## src/rtl/ring_phase_monitor_pkg.sv

```systemverilog
// Shared definitions for the ring phase monitor: FSM encoding and default widths.
package ring_phase_monitor_pkg;

    localparam int unsigned DEF_WIDTH      = 8;
    localparam int unsigned DEF_LOCK_COUNT = 2;
    localparam int unsigned DEF_REV_W      = 16;
    localparam int unsigned DEF_ERR_W      = 8;

    // Confirm counter only needs to reach LOCK_COUNT (at most 15).
    localparam int unsigned CONFIRM_CNT_W  = 4;

    typedef enum logic [1:0] {
        ST_HUNT    = 2'd0,
        ST_CONFIRM = 2'd1,
        ST_LOCKED  = 2'd2,
        ST_FAULT   = 2'd3
    } state_t;

endpackage

```

## src/rtl/ring_phase_monitor_if.sv

```systemverilog
// Ring sample inputs and phase/status outputs of the ring phase monitor.
interface ring_phase_monitor_if
    import ring_phase_monitor_pkg::*;
#(
    parameter int unsigned WIDTH = DEF_WIDTH,
    parameter int unsigned REV_W = DEF_REV_W,
    parameter int unsigned ERR_W = DEF_ERR_W
);
    localparam int unsigned IDX_W = $clog2(WIDTH);

    logic [WIDTH-1:0] ring_in;
    logic             sample_en;
    logic             clear_err;
    logic [IDX_W-1:0] phase_idx;
    logic             phase_ok;
    logic             locked;
    logic             rev_tick;
    logic [REV_W-1:0] rev_count;
    logic             err_sticky;
    logic [ERR_W-1:0] err_count;

    modport master (
        output ring_in, sample_en, clear_err,
        input  phase_idx, phase_ok, locked, rev_tick, rev_count, err_sticky, err_count
    );

    modport slave (
        input  ring_in, sample_en, clear_err,
        output phase_idx, phase_ok, locked, rev_tick, rev_count, err_sticky, err_count
    );

endinterface

```

## src/rtl/ring_phase_monitor_onehot_encoder.sv

```systemverilog
// Combinational one-hot to binary encoder with an exactly-one-bit-set flag.
module onehot_encoder #(
    parameter int unsigned WIDTH = 8,
    localparam int unsigned IDX_W = $clog2(WIDTH)
) (
    input  logic [WIDTH-1:0] vec,
    output logic [IDX_W-1:0] idx_c,
    output logic             is_onehot_c
);

    // OR of the positions of all set bits; only meaningful when is_onehot_c.
    always_comb begin
        idx_c = '0;
        for (int unsigned i = 0; i < WIDTH; i++) begin
            if (vec[i]) begin
                idx_c = idx_c | IDX_W'(i);
            end
        end
    end

    assign is_onehot_c = (vec != '0) && ((vec & (vec - WIDTH'(1))) == '0);

endmodule

```

## src/rtl/ring_phase_monitor.sv

```systemverilog
// Tracks a rotating one-hot ring: phase index, lock FSM, revolution and fault counters.
module ring_phase_monitor
    import ring_phase_monitor_pkg::*;
#(
    parameter int unsigned WIDTH      = DEF_WIDTH,
    parameter int unsigned LOCK_COUNT = DEF_LOCK_COUNT,
    parameter int unsigned REV_W      = DEF_REV_W,
    parameter int unsigned ERR_W      = DEF_ERR_W
) (
    input  logic               clk,
    input  logic               reset,
    ring_phase_monitor_if.slave bus
);

    localparam int unsigned IDX_W = $clog2(WIDTH);
    localparam int unsigned CNT_W = CONFIRM_CNT_W;

    state_t           state_q, state_d;
    logic [CNT_W-1:0] cnt_q, cnt_d;
    logic [IDX_W-1:0] idx_q, idx_d;
    logic             ok_q, ok_d;
    logic             locked_q, locked_d;
    logic             tick_q, tick_d;
    logic [REV_W-1:0] rev_q, rev_d;
    logic             sticky_q, sticky_d;
    logic [ERR_W-1:0] errc_q, errc_d;

    logic [IDX_W-1:0] enc_idx_c;
    logic             enc_onehot_c;
    logic             step_ok_c;
    logic             fault_c;
    logic [ERR_W-1:0] err_base_c;

    onehot_encoder #(
        .WIDTH (WIDTH)
    ) u_enc (
        .vec         (bus.ring_in),
        .idx_c       (enc_idx_c),
        .is_onehot_c (enc_onehot_c)
    );

    // Ring rotates toward lower bit positions; IDX_W-bit subtraction wraps 0 -> WIDTH-1.
    assign step_ok_c = enc_onehot_c && (enc_idx_c == (idx_q - IDX_W'(1)));

    // State register and all registered outputs.
    always_ff @(posedge clk) begin
        if (reset) begin
            state_q  <= ST_HUNT;
            cnt_q    <= '0;
            idx_q    <= '0;
            ok_q     <= 1'b0;
            locked_q <= 1'b0;
            tick_q   <= 1'b0;
            rev_q    <= '0;
            sticky_q <= 1'b0;
            errc_q   <= '0;
        end else begin
            state_q  <= state_d;
            cnt_q    <= cnt_d;
            idx_q    <= idx_d;
            ok_q     <= ok_d;
            locked_q <= locked_d;
            tick_q   <= tick_d;
            rev_q    <= rev_d;
            sticky_q <= sticky_d;
            errc_q   <= errc_d;
        end
    end

    // Next-state and next-output logic.
    always_comb begin
        state_d    = state_q;
        cnt_d      = cnt_q;
        idx_d      = idx_q;
        ok_d       = ok_q;
        tick_d     = 1'b0;
        rev_d      = rev_q;
        sticky_d   = sticky_q;
        errc_d     = errc_q;
        fault_c    = 1'b0;
        err_base_c = bus.clear_err ? '0 : errc_q;

        if (bus.clear_err) begin
            sticky_d = 1'b0;
            errc_d   = '0;
        end

        if (state_q == ST_FAULT) begin
            state_d = ST_HUNT;
        end else if (bus.sample_en) begin
            ok_d = enc_onehot_c;
            if (enc_onehot_c) begin
                idx_d = enc_idx_c;
            end

            unique case (state_q)
                ST_HUNT: begin
                    if (enc_onehot_c) begin
                        state_d = ST_CONFIRM;
                        cnt_d   = '0;
                    end
                end
                ST_CONFIRM: begin
                    if (step_ok_c) begin
                        cnt_d = cnt_q + CNT_W'(1);
                        if ((cnt_q + CNT_W'(1)) >= CNT_W'(LOCK_COUNT)) begin
                            state_d = ST_LOCKED;
                        end
                    end else if (enc_onehot_c) begin
                        cnt_d = '0;
                    end else begin
                        state_d = ST_HUNT;
                        cnt_d   = '0;
                    end
                end
                ST_LOCKED: begin
                    if (step_ok_c) begin
                        if (enc_idx_c == '0) begin
                            tick_d = 1'b1;
                            rev_d  = rev_q + REV_W'(1);
                        end
                    end else begin
                        state_d = ST_FAULT;
                        fault_c = 1'b1;
                    end
                end
                default: begin
                    state_d = ST_HUNT;
                end
            endcase
        end

        // A fault in the same cycle as clear_err still records itself.
        if (fault_c) begin
            sticky_d = 1'b1;
            errc_d   = (&err_base_c) ? err_base_c : err_base_c + ERR_W'(1);
        end

        locked_d = (state_d == ST_LOCKED);
    end

    assign bus.phase_idx  = idx_q;
    assign bus.phase_ok   = ok_q;
    assign bus.locked     = locked_q;
    assign bus.rev_tick   = tick_q;
    assign bus.rev_count  = rev_q;
    assign bus.err_sticky = sticky_q;
    assign bus.err_count  = errc_q;

endmodule

```

## src/flat_wrapper.sv

```systemverilog
// flat-port wrapper written by rule: the top's interface ports become plain ports
module ring_phase_monitor_flat import ring_phase_monitor_pkg::*;
#(
    parameter int unsigned WIDTH      = DEF_WIDTH,
    parameter int unsigned LOCK_COUNT = DEF_LOCK_COUNT,
    parameter int unsigned REV_W      = DEF_REV_W,
    parameter int unsigned ERR_W      = DEF_ERR_W
)
  (clk, reset, bus_ring_in, bus_sample_en, bus_clear_err, bus_phase_idx, bus_phase_ok, bus_locked, bus_rev_tick, bus_rev_count, bus_err_sticky, bus_err_count);
  ring_phase_monitor_if #(.WIDTH(WIDTH), .REV_W(REV_W), .ERR_W(ERR_W)) bus_i ();
  input  logic clk;
  input  logic reset;
  input wire logic [$bits(bus_i.ring_in)-1:0] bus_ring_in;
  input wire logic [$bits(bus_i.sample_en)-1:0] bus_sample_en;
  input wire logic [$bits(bus_i.clear_err)-1:0] bus_clear_err;
  output wire logic [$bits(bus_i.phase_idx)-1:0] bus_phase_idx;
  output wire logic [$bits(bus_i.phase_ok)-1:0] bus_phase_ok;
  output wire logic [$bits(bus_i.locked)-1:0] bus_locked;
  output wire logic [$bits(bus_i.rev_tick)-1:0] bus_rev_tick;
  output wire logic [$bits(bus_i.rev_count)-1:0] bus_rev_count;
  output wire logic [$bits(bus_i.err_sticky)-1:0] bus_err_sticky;
  output wire logic [$bits(bus_i.err_count)-1:0] bus_err_count;
  assign bus_i.ring_in = bus_ring_in;
  assign bus_i.sample_en = bus_sample_en;
  assign bus_i.clear_err = bus_clear_err;
  assign bus_phase_idx = bus_i.phase_idx;
  assign bus_phase_ok = bus_i.phase_ok;
  assign bus_locked = bus_i.locked;
  assign bus_rev_tick = bus_i.rev_tick;
  assign bus_rev_count = bus_i.rev_count;
  assign bus_err_sticky = bus_i.err_sticky;
  assign bus_err_count = bus_i.err_count;
  ring_phase_monitor #(.WIDTH(WIDTH), .LOCK_COUNT(LOCK_COUNT), .REV_W(REV_W), .ERR_W(ERR_W)) u_core (.clk(clk), .reset(reset), .bus(bus_i));
endmodule
```

## config.mk

```make
export PLATFORM = sky130hd
export DESIGN_NAME = ring_phase_monitor_flat
export DESIGN_NICKNAME = d
export VERILOG_FILES = /design/src/rtl/ring_phase_monitor_pkg.sv /design/src/rtl/ring_phase_monitor_if.sv /design/src/rtl/ring_phase_monitor_onehot_encoder.sv /design/src/rtl/ring_phase_monitor.sv /design/src/flat_wrapper.sv
export SDC_FILE = /design/constraint.sdc
export NUM_CORES = 1
export LEC_CHECK = 0
export BUFFER_PORTS_ARGS = -buffer_cell sky130_fd_sc_hd__buf_4
export CAP_MARGIN = 5
export CORE_UTILIZATION = 49
export DETAILED_ROUTE_END_ITERATION = 8
export GPL_TIMING_DRIVEN = 0
export PLACE_DENSITY_LB_ADDON = 0.1
export SETUP_SLACK_MARGIN = 0.1
export SYNTH_ARGS = -nofsm -noshare
export SYNTH_HDL_FRONTEND = slang
export SYNTH_SLANG_ARGS = --single-unit
```

## constraint.sdc

```tcl
create_clock -name clk -period 2.5 [get_ports clk]
set_input_delay 0.25 -clock clk [delete_from_list [all_inputs] [get_ports clk]]
set_output_delay 0.25 -clock clk [all_outputs]
set_load 0.005 [all_outputs]
```

==> results.yml <==
placement:
  io_buffers: 42
  dp_hpwl_mm: 3.51
  dp.cells: 341
  routabilityCongestion: 0.789
worst_setup_path:
  rr_worst_depth: 9
  critical_path.startpoint: "u_core.bus.phase_idx[0]"
  arrival_ns: 2.52
  crit_type: "register to register"
  endpoint_kind: "register"
  cp_data_required_time_ns: 2.71
  cp_max_fo: 8
  worstSetupStartpointType: "register"
  r2r_start: "u_core.bus.phase_idx[0]"
clock_tree:
  clk_pin_slew_ns: 0.07
  clockBufferDepth: 2
  cts_root_buf: "clkbuf_8"
  cts_hold_buf: 0
  clock_latency_ns: 0.29
  cts_sinks: 37
  cts_tree: "done"
  htreeDepth: 2
  numCtsBuffers: 5
synth:
  yosysTopAreaCellShare: 0.359
  ys_seq_area_frac: 0.359
  synthTopCellsByArea: "dfxtp_1 36%, a21oi_1 5.1%, o21ai_0 3.6%"
  yosys_register_bits: 37
  avgSynthCellArea_sq_um: 8.28
  postSynthCellCount: 249
  synth_cell_type_count: 54
  yosysTopAreaCell: "dfxtp_1"
  syn_nets: 266
  synth_ff_type: "dfxtp_1"
  ys_warn_count: 0
  synthArstFlopShare: 0
  syn_area_sq_um: 2060
  synth_edf_count: 0
timing:
  hold_violations: 0
  setup_viol: 0
  relSlewSlack: 0.569
  drv_slew: 0
  finalCriticalPeriod_ns: 2.31
  worst_pin_slew_ns: 0.641
  final.period_utilization: 0.924
  max_freq_ghz: 0.433
  rsz0062_at_grt: "no"
  finClkSkew_ns: 0.00826
  fin_tns_setup_ns: 0
outcome:
  status: "complete, no violations"
floorplanning:
  start_util: 0.511
  coreArea_sq_um: 4030
  dieWidth_um: 66.9
  io_pins: 43
  die_h_um: 66.9
  std_cell_rows: 23
  dieArea_sq_um: 4470
global_routing:
  grt_max_degree: 12
  grt_pass1_vias: 1841
  antenna_found_initial: 0
  grt_pass1_wl_mm: 7.96
  grt_overflow_total: 0
  grtUsageTotal: 0.232
cells_and_area:
  final-seq-area_sq_um: 742
  final_common_cell: "buf_4"
  final_nets: 318
  drive_above_1_share: 0.258
  finalNonFillerCells: 352
  area_growth_pct: 28.5
  nFillCells: 370
  diodes: 0
  post-route-util: 0.657
  multi_input_area_sq_um: 1290
  final_cell_mix: "46 x buf_4, 36 x dfxtp_1, 20 x a21oi_1"
power:
  power.share.clock: 0.436
  power.switching_mw: 0.264
  combPwrFrac: 0.079
  p_leak_nw: 1.02
  p_int_mw: 0.958
  power_density_nw_per_um2: 461
  swShare: 0.216
  power_frac_seq: 0.485
  vdd_drop_max_uv: 359
drt:
  ant_nets: 0
  drt_iter0_markers: 128
  wire_per_inst_um: 13.9
  avgViaCountPerCell: 5.82
  drt_first_pass_iters: 4
  vias: 2050
  drc: 0
  finalWirelength_mm: 4.90
worst_hold_path:
  hp-class: "input port to register"
  hold_path.startpoint: "bus_clear_err"
  whs_path_depth: 2
flow_run:
  drv_cap: 0
==> worst paths after layout <==
check | endpoint | slack, ns
worst max-delay path | u_core.bus.err_count[3] | 0.19
worst min-delay path | u_core.bus.err_count[3] | 0.20
worst max register to register | u_core.bus.err_count[3] | 0.19
worst min register to register | u_core.bus.phase_ok | 0.47
==> logic make-up after synthesis <==
group | Yosys count | synth area share
xor gates and xnor gates | 7 | 0.0298
AOI/OAI and AO/OA | 62 | 0.191
DFF | 37 | 0.359
muxes | 3 | 0.0152
and+or+nand+nor | 114 | 0.324
buffers and inverters | 20 | 0.0455
adders and majority gates | 6 | 0.0352
==> layer usage <==
layer	routed length, um	GRT usage
met1	2240	0.287
met5	0	0
met2	2350	0.403
met4	46	0.0691
met3	261	0.0411
==> synth_stat cells, drive strengths merged, types with 2 or more instances <==
cell and n:
inv 12, nand2b 4, o311ai 2, dfxtp 37, and3 8, nand2 18, a21oi 21, nor4 6
o31ai 4, nor3 3, nand4 6, ha 5, buf 3, and4 2, or4 7, nor2 15
and2 3, a211oi 5, o21a 3, clkbuf 4, o21ai 17, and4b 2, xor2 2, nor2b 9
xnor2 5, mux2i 2, or3 12, nand4b 2, nand3 11, nor4b 3, a31oi 2
==> worst max-delay path, stage by stage, from the launching register on <==
cell	delay, ns
dfxtp_2	0.35
inv_1	0.06
ha_1	0.22
xnor2_2	0.16
xnor2_2	0.14
buf_4	0.15
and4_4	0.17
a21o_4	0.24
or4_1	0.52
a211oi_2	0.22
==> final cells by class <==
class	instances	share of cell area
multi-input cells	192	0.486
flip-flops and latches	37	0.280
repair buffers	45	0.128
clock buffers	7	0.0326
well taps	50	0.0236
plain buffers	8	0.0222
inverters	12	0.0170
clock inverters	1	0.0113
==> power groups by stage <==
stage	combinational (mW)	sequential, mW	clock [mW]
floorplan	0.0468	0.606	0
global placement	0.0827	0.606	0
detailed placement	0.0838	0.606	0
CTS	0.0919	0.592	0.545
global route	0.105	0.592	0.565
finish	0.0963	0.592	0.533
==> registers in the layout, summed over array words and instances (netlist names) <==
signal / cells
u_core.bus.err_count: 8
u_core.bus.rev_tick: 1
u_core.bus.rev_count: 16
u_core.state_q: 2
u_core.bus.locked: 1
u_core.cnt_q: 4
u_core.bus.phase_ok: 1
u_core.bus.phase_idx: 3
u_core.bus.err_sticky: 1
==> timing repair <==
action | CTS | global route
resized for setup | 7 | 15
endpoints found under the setup margin | 14 | 13
setup buffers | 2 | 1
pin swaps | 1 | 4
==> stage by stage <==
stage / power (mW) / cell area, sq um / setup WS (ns) / hold WS (ns)
2_1_floorplan: 0.652 / 2060 / 0.181 / 0.328
3_3_place_gp: 0.689 / 2440 / -0.383 / 0.449
3_5_place_dp: 0.690 / 2440 / -0.429 / 0.451
4_1_cts: 1.23 / 2610 / 0.106 / 0.198
5_1_grt: 1.26 / 2650 / 0.112 / 0.203
6_report: 1.22 / 2650 / 0.191 / 0.203
No activity file was read; power rests on OpenSTA's default activity.
